===== config.mk =====
export PLATFORM = sky130hd
export DESIGN_NAME = seven_seg_scanner
export DESIGN_NICKNAME = d
export VERILOG_FILES = /design/src/rtl/seven_seg_scanner.sv
export SDC_FILE = /design/constraint.sdc
export NUM_CORES = 1
export LEC_CHECK = 0
export BUFFER_PORTS_ARGS = -buffer_cell sky130_fd_sc_hd__buf_2
export CORE_MARGIN = 1
export CORE_UTILIZATION = 45
export DETAILED_ROUTE_END_ITERATION = 10
export PLACE_DENSITY_LB_ADDON = 0.12
export SLEW_MARGIN = 25
export SYNTH_ARGS = -nofsm -noshare
export SYNTH_HDL_FRONTEND = slang
export SYNTH_SLANG_ARGS = --single-unit

===== constraint.sdc =====
create_clock -name clk -period 3.7 [get_ports clk]
set_input_delay 0.185 -clock clk [delete_from_list [all_inputs] [get_ports clk]]
set_output_delay 0.185 -clock clk [all_outputs]
set_load 0.1 [all_outputs]

===== src/rtl/seven_seg_scanner.sv =====
// rtl/seven_seg_scanner.sv - N-digit multiplexed common-anode 7-segment driver
// Double-buffered hex display with blank/DP masks, leading-zero blanking, PWM and dead time.
module seven_seg_scanner #(
    parameter int NUM_DIGITS  = 4,
    parameter int DIV_BITS    = 18,
    parameter int BRIGHT_BITS = 4,
    parameter int DEAD_CYCLES = 16
) (
    input  logic                    clk,
    input  logic                    rst_n,
    input  logic                    load,
    input  logic [4*NUM_DIGITS-1:0] value,
    input  logic [NUM_DIGITS-1:0]   dp_mask,
    input  logic [NUM_DIGITS-1:0]   blank_mask,
    input  logic [BRIGHT_BITS-1:0]  bright,
    input  logic                    lz_en,
    output logic                    load_ack,
    output logic                    frame_start,
    output logic [NUM_DIGITS-1:0]   an_n,
    output logic [7:0]              seg_n
);

    localparam int IDX_W = (NUM_DIGITS > 1) ? $clog2(NUM_DIGITS) : 1;
    localparam logic [IDX_W-1:0]    LAST_IDX = IDX_W'(NUM_DIGITS - 1);
    localparam logic [DIV_BITS-1:0] DEAD     = DIV_BITS'(DEAD_CYCLES);

    logic [DIV_BITS-1:0]     div_cnt;
    logic [IDX_W-1:0]        digit_idx;

    logic [4*NUM_DIGITS-1:0] sh_value,  act_value;
    logic [NUM_DIGITS-1:0]   sh_dp,     act_dp;
    logic [NUM_DIGITS-1:0]   sh_blank,  act_blank;
    logic [BRIGHT_BITS-1:0]  sh_bright, act_bright;
    logic                    sh_lz,     act_lz;
    logic                    pending;

    logic                    fb;
    logic                    run_zero;
    logic [3:0]              cur_nib;
    logic                    cur_dp, cur_blank, cur_lz;
    logic                    on;
    logic [6:0]              pat;
    logic [NUM_DIGITS-1:0]   an_next;
    logic [7:0]              seg_next;

    function automatic logic [6:0] hex7(input logic [3:0] n);
        case (n)
            4'h0: hex7 = 7'h3F;  4'h1: hex7 = 7'h06;
            4'h2: hex7 = 7'h5B;  4'h3: hex7 = 7'h4F;
            4'h4: hex7 = 7'h66;  4'h5: hex7 = 7'h6D;
            4'h6: hex7 = 7'h7D;  4'h7: hex7 = 7'h07;
            4'h8: hex7 = 7'h7F;  4'h9: hex7 = 7'h6F;
            4'hA: hex7 = 7'h77;  4'hB: hex7 = 7'h7C;
            4'hC: hex7 = 7'h39;  4'hD: hex7 = 7'h5E;
            4'hE: hex7 = 7'h79;  default: hex7 = 7'h71;
        endcase
    endfunction

    assign fb = (digit_idx == LAST_IDX) && (&div_cnt);

    // Digit 0 lives in the top nibble / top mask bit; walk left to right for the zero prefix.
    always_comb begin
        run_zero  = 1'b1;
        cur_nib   = 4'h0;
        cur_dp    = 1'b0;
        cur_blank = 1'b0;
        cur_lz    = 1'b0;
        for (int i = 0; i < NUM_DIGITS; i++) begin
            run_zero = run_zero && (act_value[4*(NUM_DIGITS-1-i) +: 4] == 4'h0);
            if (digit_idx == IDX_W'(i)) begin
                cur_nib   = act_value[4*(NUM_DIGITS-1-i) +: 4];
                cur_dp    = act_dp[NUM_DIGITS-1-i];
                cur_blank = act_blank[NUM_DIGITS-1-i];
                cur_lz    = act_lz && run_zero && (i != NUM_DIGITS - 1);
            end
        end
    end

    always_comb begin
        on = (div_cnt >= DEAD)
          && (div_cnt[DIV_BITS-1 -: BRIGHT_BITS] < act_bright)
          && !cur_blank && !cur_lz;
        pat     = hex7(cur_nib);
        an_next = '1;
        if (on)
            an_next[digit_idx] = 1'b0;
        seg_next = on ? ~{pat[0], pat[1], pat[2], pat[3], pat[4], pat[5], pat[6], cur_dp}
                      : 8'hFF;
    end

    always_ff @(posedge clk or negedge rst_n) begin
        if (!rst_n) begin
            div_cnt     <= '0;
            digit_idx   <= '0;
            sh_value    <= '0;
            sh_dp       <= '0;
            sh_blank    <= '0;
            sh_bright   <= '0;
            sh_lz       <= 1'b0;
            act_value   <= '0;
            act_dp      <= '0;
            act_blank   <= '0;
            act_bright  <= '0;
            act_lz      <= 1'b0;
            pending     <= 1'b0;
            load_ack    <= 1'b0;
            frame_start <= 1'b0;
            an_n        <= '1;
            seg_n       <= 8'hFF;
        end else begin
            div_cnt <= div_cnt + 1'b1;
            if (&div_cnt)
                digit_idx <= (digit_idx == LAST_IDX) ? '0 : digit_idx + 1'b1;

            load_ack <= 1'b0;
            if (load) begin
                sh_value  <= value;
                sh_dp     <= dp_mask;
                sh_blank  <= blank_mask;
                sh_bright <= bright;
                sh_lz     <= lz_en;
            end
            // Swap only at the frame boundary; a coincident load bypasses the shadow.
            if (fb && load) begin
                act_value  <= value;
                act_dp     <= dp_mask;
                act_blank  <= blank_mask;
                act_bright <= bright;
                act_lz     <= lz_en;
                pending    <= 1'b0;
                load_ack   <= 1'b1;
            end else if (fb && pending) begin
                act_value  <= sh_value;
                act_dp     <= sh_dp;
                act_blank  <= sh_blank;
                act_bright <= sh_bright;
                act_lz     <= sh_lz;
                pending    <= 1'b0;
                load_ack   <= 1'b1;
            end else if (load) begin
                pending <= 1'b1;
            end

            an_n        <= an_next;
            seg_n       <= seg_next;
            frame_start <= (digit_idx == '0) && (div_cnt == '0);
        end
    end

endmodule

* After elaboration in Yosys (flattened, before gate mapping)
Memories as Yosys holds them, arrays and structs flattened. Cells that the tools add are included.
Word-level totals: register bits 93, bits in read-only memories 112, input bits 32, output and inout port bits 14, word-level logic and storage cells 88, memories 1
Cells by class: $add $sub $neg 2, order comparisons 4, equal/unequal tests 3, mux-type cells 36, bitwise operators 2, reductions and logical operators 23
Memory list:
- (no name shown) | words 16, bits a word 7, read ports 1, clocked after memory_dff 0, write ports 0, line 47 | case (n)
Operator list (count):
- 4-bit 2-to-1 mux | 11
- 16-bit 2-to-1 mux | 2
- 1-bit 2-to-1 mux | 20
- 18-bit by 1-bit adder with 18-bit output, second input constant | 1
- 18-bit by 5-bit >= comparator with 1-bit output, second input constant | 1
- 18-bit logical NOT | 1
- 18-bit AND reduction | 1
- 1-bit logical AND | 13
- 4-bit logical NOT | 3
- 8-bit 2-to-1 mux | 1
- 8-bit NOT | 1
- 2-bit equality test, second input constant | 2
- 4-bit less-than comparator | 1
- 4-bit NOT | 1
- 2-bit by 3-bit less-than comparator with 1-bit output, second input constant | 1
- 3-bit nonzero test | 1
- 2-bit by 1-bit adder with 2-bit output, second input constant | 1
- 1-bit demux with 2-bit select | 1
- 2-bit by 1-bit equality test with 1-bit output, second input constant | 1
- 2-bit by 1-bit >= comparator with 1-bit output, second input constant | 1
- 1-bit logical NOT | 2
- 2-bit logical NOT | 1
- 2-bit 2-to-1 mux | 1
- 2-bit nonzero test | 1

* Longest topological paths before layout
depth after elaboration 9, mapped depth 11, mapped depth without buffers 10

* Least setup slack after synthesis
Ideal clock, no wire load.
path kind flip-flop to flip-flop, start point register digit_idx[1], end point register seg_n[4], library setup time 0.084 ns, arrival time 2.229 ns, required time 3.616 ns, setup slack 1.387 ns, cell stages (with the launch flop) 11, buffers on the path 1, clock period less this slack 2.313 ns, cells stage by stage dfrtp_1 inv_1 ha_1 clkbuf_1 nand2_1 a31oi_1 inv_1 ha_1 nor3b_1 a211oi_1 o21ai_1
On the way: word-level cells in the longest chain between the ends 9, elaborated cells between the ends (all ways) 23, those cells by class 3 x eq/ne; 13 x mux; 1 x bitwise; 5 x reduce/logical; 1 x memory
RTL lines:
- from (decl) | line 28 | logic [IDX_W-1:0] digit_idx;
- from (signal assigned) | line 113 | digit_idx <= (digit_idx == LAST_IDX) ? '0 : digit_idx + 1'b1;
- branches (longest 8 deep; another with memory 16 x 7 bit)
- 8-bit 2-to-1 mux * | line 87 | seg_next = on ? ~{pat[0], pat[1], pat[2], pat[3], pat[4], pat[5], pat[6], cur_dp}
- net seg_next[4] | line 44 | logic [7:0] seg_next;
- to (signal assigned) | line 145 | seg_n <= seg_next;
- to (decl) | line 20 | output logic [7:0] seg_n
Mark *: on every way through the listed nets, which the timed path passes. A chain may end at the register's enable or synchronous reset.

* Worst setup path after layout
start point register digit_idx[0], end point register seg_n[1]
Same word-level chain as after synthesis.

==> flow_summary.yaml <==
power_and_ir_drop:
  p_comb_share_pct: 5.1
  p_leak_uw: 0.00226
  irDropWorstVdd_v: 0.000199
  p_seq_share_pct: 55.2
  finalPower_uw: 1910
  p_sw_share_pct: 22.7
  p_clk_share_pct: 39.7
  intPower_uw: 1480
  powerDensity_nw_per_um2: 388
  switchingPower_uw: 434
setup_path:
  crit_path_cell_trace: "ha_1, nand2b_1, o22ai_1, a31oi_1, ha_1, inv_1, nor3_1, o21ba_2, o221ai_1"
  arrival_ps: 2910
  crit_type: "register to register"
  crit_path_start_kind: "register"
  path_delay_family: "compound AO/OA/AOI/OAI gates"
  critPathBufInv: 1
  path_depth: 9
  cp_max_fo: 10
  ff2ff_path_depth: 9
  cp.required_ps: 3980
  end_kind: "register"
  worst_path_most_repeated_cell: "ha_1"
  max_stage_delay_ps: 460
  cp_slowest_cell: "a31oi_1"
logic_synthesis:
  synth_simple_gate_area_share_pct: 12.8
  synthMuxAreaShare_pct: 13.8
  yosys_register_bits: 93
  synth_edf_count: 0
  synth_xor_xnor_area_share_pct: 3.19
  ys_top_cells_by_area: "dfrtp_1, mux2_2, dfstp_2"
  synthAdderAreaFrac_pct: 4.28
  yosys.area.top_type: "dfrtp_1"
  synth_top_area_share_pct: 46.2
  yosysWarningCount: 0
  netlist_area_um2: 4390
  synth_flop_cell: "dfrtp_1"
  syn_inst: 364
  async_reset_ff_share_pct: 100
  syn-num-nets: 411
  postSynthAreaPerCell_um2: 12.1
  seq_area_frac_synth_pct: 53.4
  synth-compound-area-share_pct: 8.70
  synth_top_family_by_area: "multiplexers"
  synth.distinct_cells: 55
die:
  row_count: 35
  fp.dieH_um: 101
  die_w_um: 101
  fp.dieArea_um2: 10100
  start_util_pct: 47.0
  core_um2: 9330
  ios: 46
timing:
  fmax_mhz: 380
  min_period_ps: 2630
  grt_setup_unrepaired: "no"
  period_share_pct: 71.2
  slew_violations: 0
  fin_tns_setup_ps: 0
  fin_skew_ps: 9.52
  slew_headroom_pct: 60.8
  worst_slew_pin_slew_ps: 585
  finalSetupViolCount: 0
  hold_violations: 0
final_layout:
  nFillCells: 825
  multi_input_area_um2: 1880
  drive_above_1_share_pct: 29.9
  diodes: 0
  stdcell_area_um2: 4940
  final_common_cell: "dfrtp_1"
  area_delta_synth_final_pct: 12.6
  register_area_um2: 2340
  layoutNonFillerInstCount: 541
  mostFrequentLayoutCells: "dfrtp_1, buf_2, mux2_2, nand2_1"
  nets: 454
global_routing:
  grt_start_max_net_pins: 36
  grt.total_usage_pct: 18.3
  overflow: 0
  grt_pass1_wl_um: 14200
  antenna_found_initial: 0
  grt_pass1_vias: 2836
drt:
  drt_pre_antenna_iters: 4
  ant_nets: 0
  drc: 0
  wire_per_inst_um: 15.0
  vias: 2803
  routed_wirelength_um: 8130
  vias_per_cell: 5.18
  first_iter_violations: 88
cts:
  cts_buffers: 9
  cts_num_sinks: 93
  cts_max_level: 3
  clkTransAtPathRegs_ps: 100
  cts_tree: "built"
  insertion_delay_ps: 360
  clock-root-buffer: "clkbuf_8"
  postCtsResizedCells: 0
  clock_path_buffers: 2
outcome:
  outcome: "completed"
placement:
  io_buffers: 45
  placed_cell_area_um2: 4710
  dp_hpwl_um: 5760
  placed_cells: 524
  gp_congestion: 0.819
flow_run:
  drv_cap: 0
worst_hold_path:
  min_path_cells: 2
  worstHoldPathType: "input pin to register"
==> path summary, 6_finish.rpt <==
kind,startpoint,to,slack [ps]
hold reg to reg,act_bright[1],act_bright[1],500
max in group asynchronous,rst_n,pending,2610
setup reg to reg,digit_idx[0],seg_n[1],1070
min in group asynchronous,rst_n,act_lz,290
hold / removal,value[2],sh_value[2],60
setup / recovery,digit_idx[0],seg_n[1],1070
==> synth_stat cells, drive strengths merged (4+ instances only) <==
cell and number:
dfrtp 81, clkbuf 4, nor3b 6, nand2 25, xor2 4, a21oi 4
nand4 5, nor2b 4, nand3 16, mux2 47, nor3 7, mux2i 4
a22o 7, nor2 10, inv 16, nor4 6, o21ai 8, nand2b 4
a31oi 8, dfstp 12, xnor2 12, buf 14, a211oi 5, ha 15
==> through the flow <==
stage | utilization, % | hold slack (ps) | setup slack [ps]
floorplan | - | -111 | 1390
global placement | 50.4 | 145 | 1220
detailed placement | 50.4 | 145 | 1070
CTS | 52.9 | 51.8 | 1060
global route | 52.9 | 59.4 | 771
finish | 52.9 | 61.8 | 1070
==> per-layer routing <==
layer	track usage, %	wire length (um)	vias up
met5	0	0	-
met4	7.36	145	0
met3	2.84	267	9
met2	28.4	3680	49
met1	25.7	4040	1360
li1	-	-	1385
==> cells by family after synthesis <==
kind of cell | count (synthesis)
AOI/OAI and AO/OA | 52
xor gates and xnor gates | 16
adders and majority gates | 15
buffers and inverters | 35
DFF | 93
muxes | 51
and+or+nand+nor | 102
==> repair_timing <==
action | 4_1_cts | 5_1_grt
setup buffers | 0 | 0
hold endpoints to repair | 29 | 0
hold buffers | 1 | 0
==> flip-flops by register name (all words and copies together) (netlist names), 2 cells and up <==
register    count
sh_value       16
sh_blank        4
act_blank       4
div_cnt        18
sh_dp           4
digit_idx       2
an_n            4
sh_bright       4
act_bright      4
seg_n           8
act_value      16
act_dp          4
==> cell type report <==
class                   instances  area share [%]
repair buffers                 50            5.42
well taps                     129            3.27
flip-flops and latches         93            47.4
clock inverters                 7            2.00
clock buffers                   9            2.51
inverters                      17            1.32
multi-input cells             236            38.1
==> power by group through the flow <==
| stage | Sequential (uW) | Combinational, uW | Clock (uW) |
|---|---|---|---|
| 6_report | 1060 | 97.4 | 760 |
| 5_1_grt | 1060 | 112 | 819 |
| 4_1_cts | 1060 | 101 | 776 |
| 3_5_place_dp | 1080 | 100 | 0 |
| 3_3_place_gp | 1080 | 99.0 | 0 |
| 2_1_floorplan | 1070 | 52.3 | 0 |
Power figures use the tool's default switching activity.
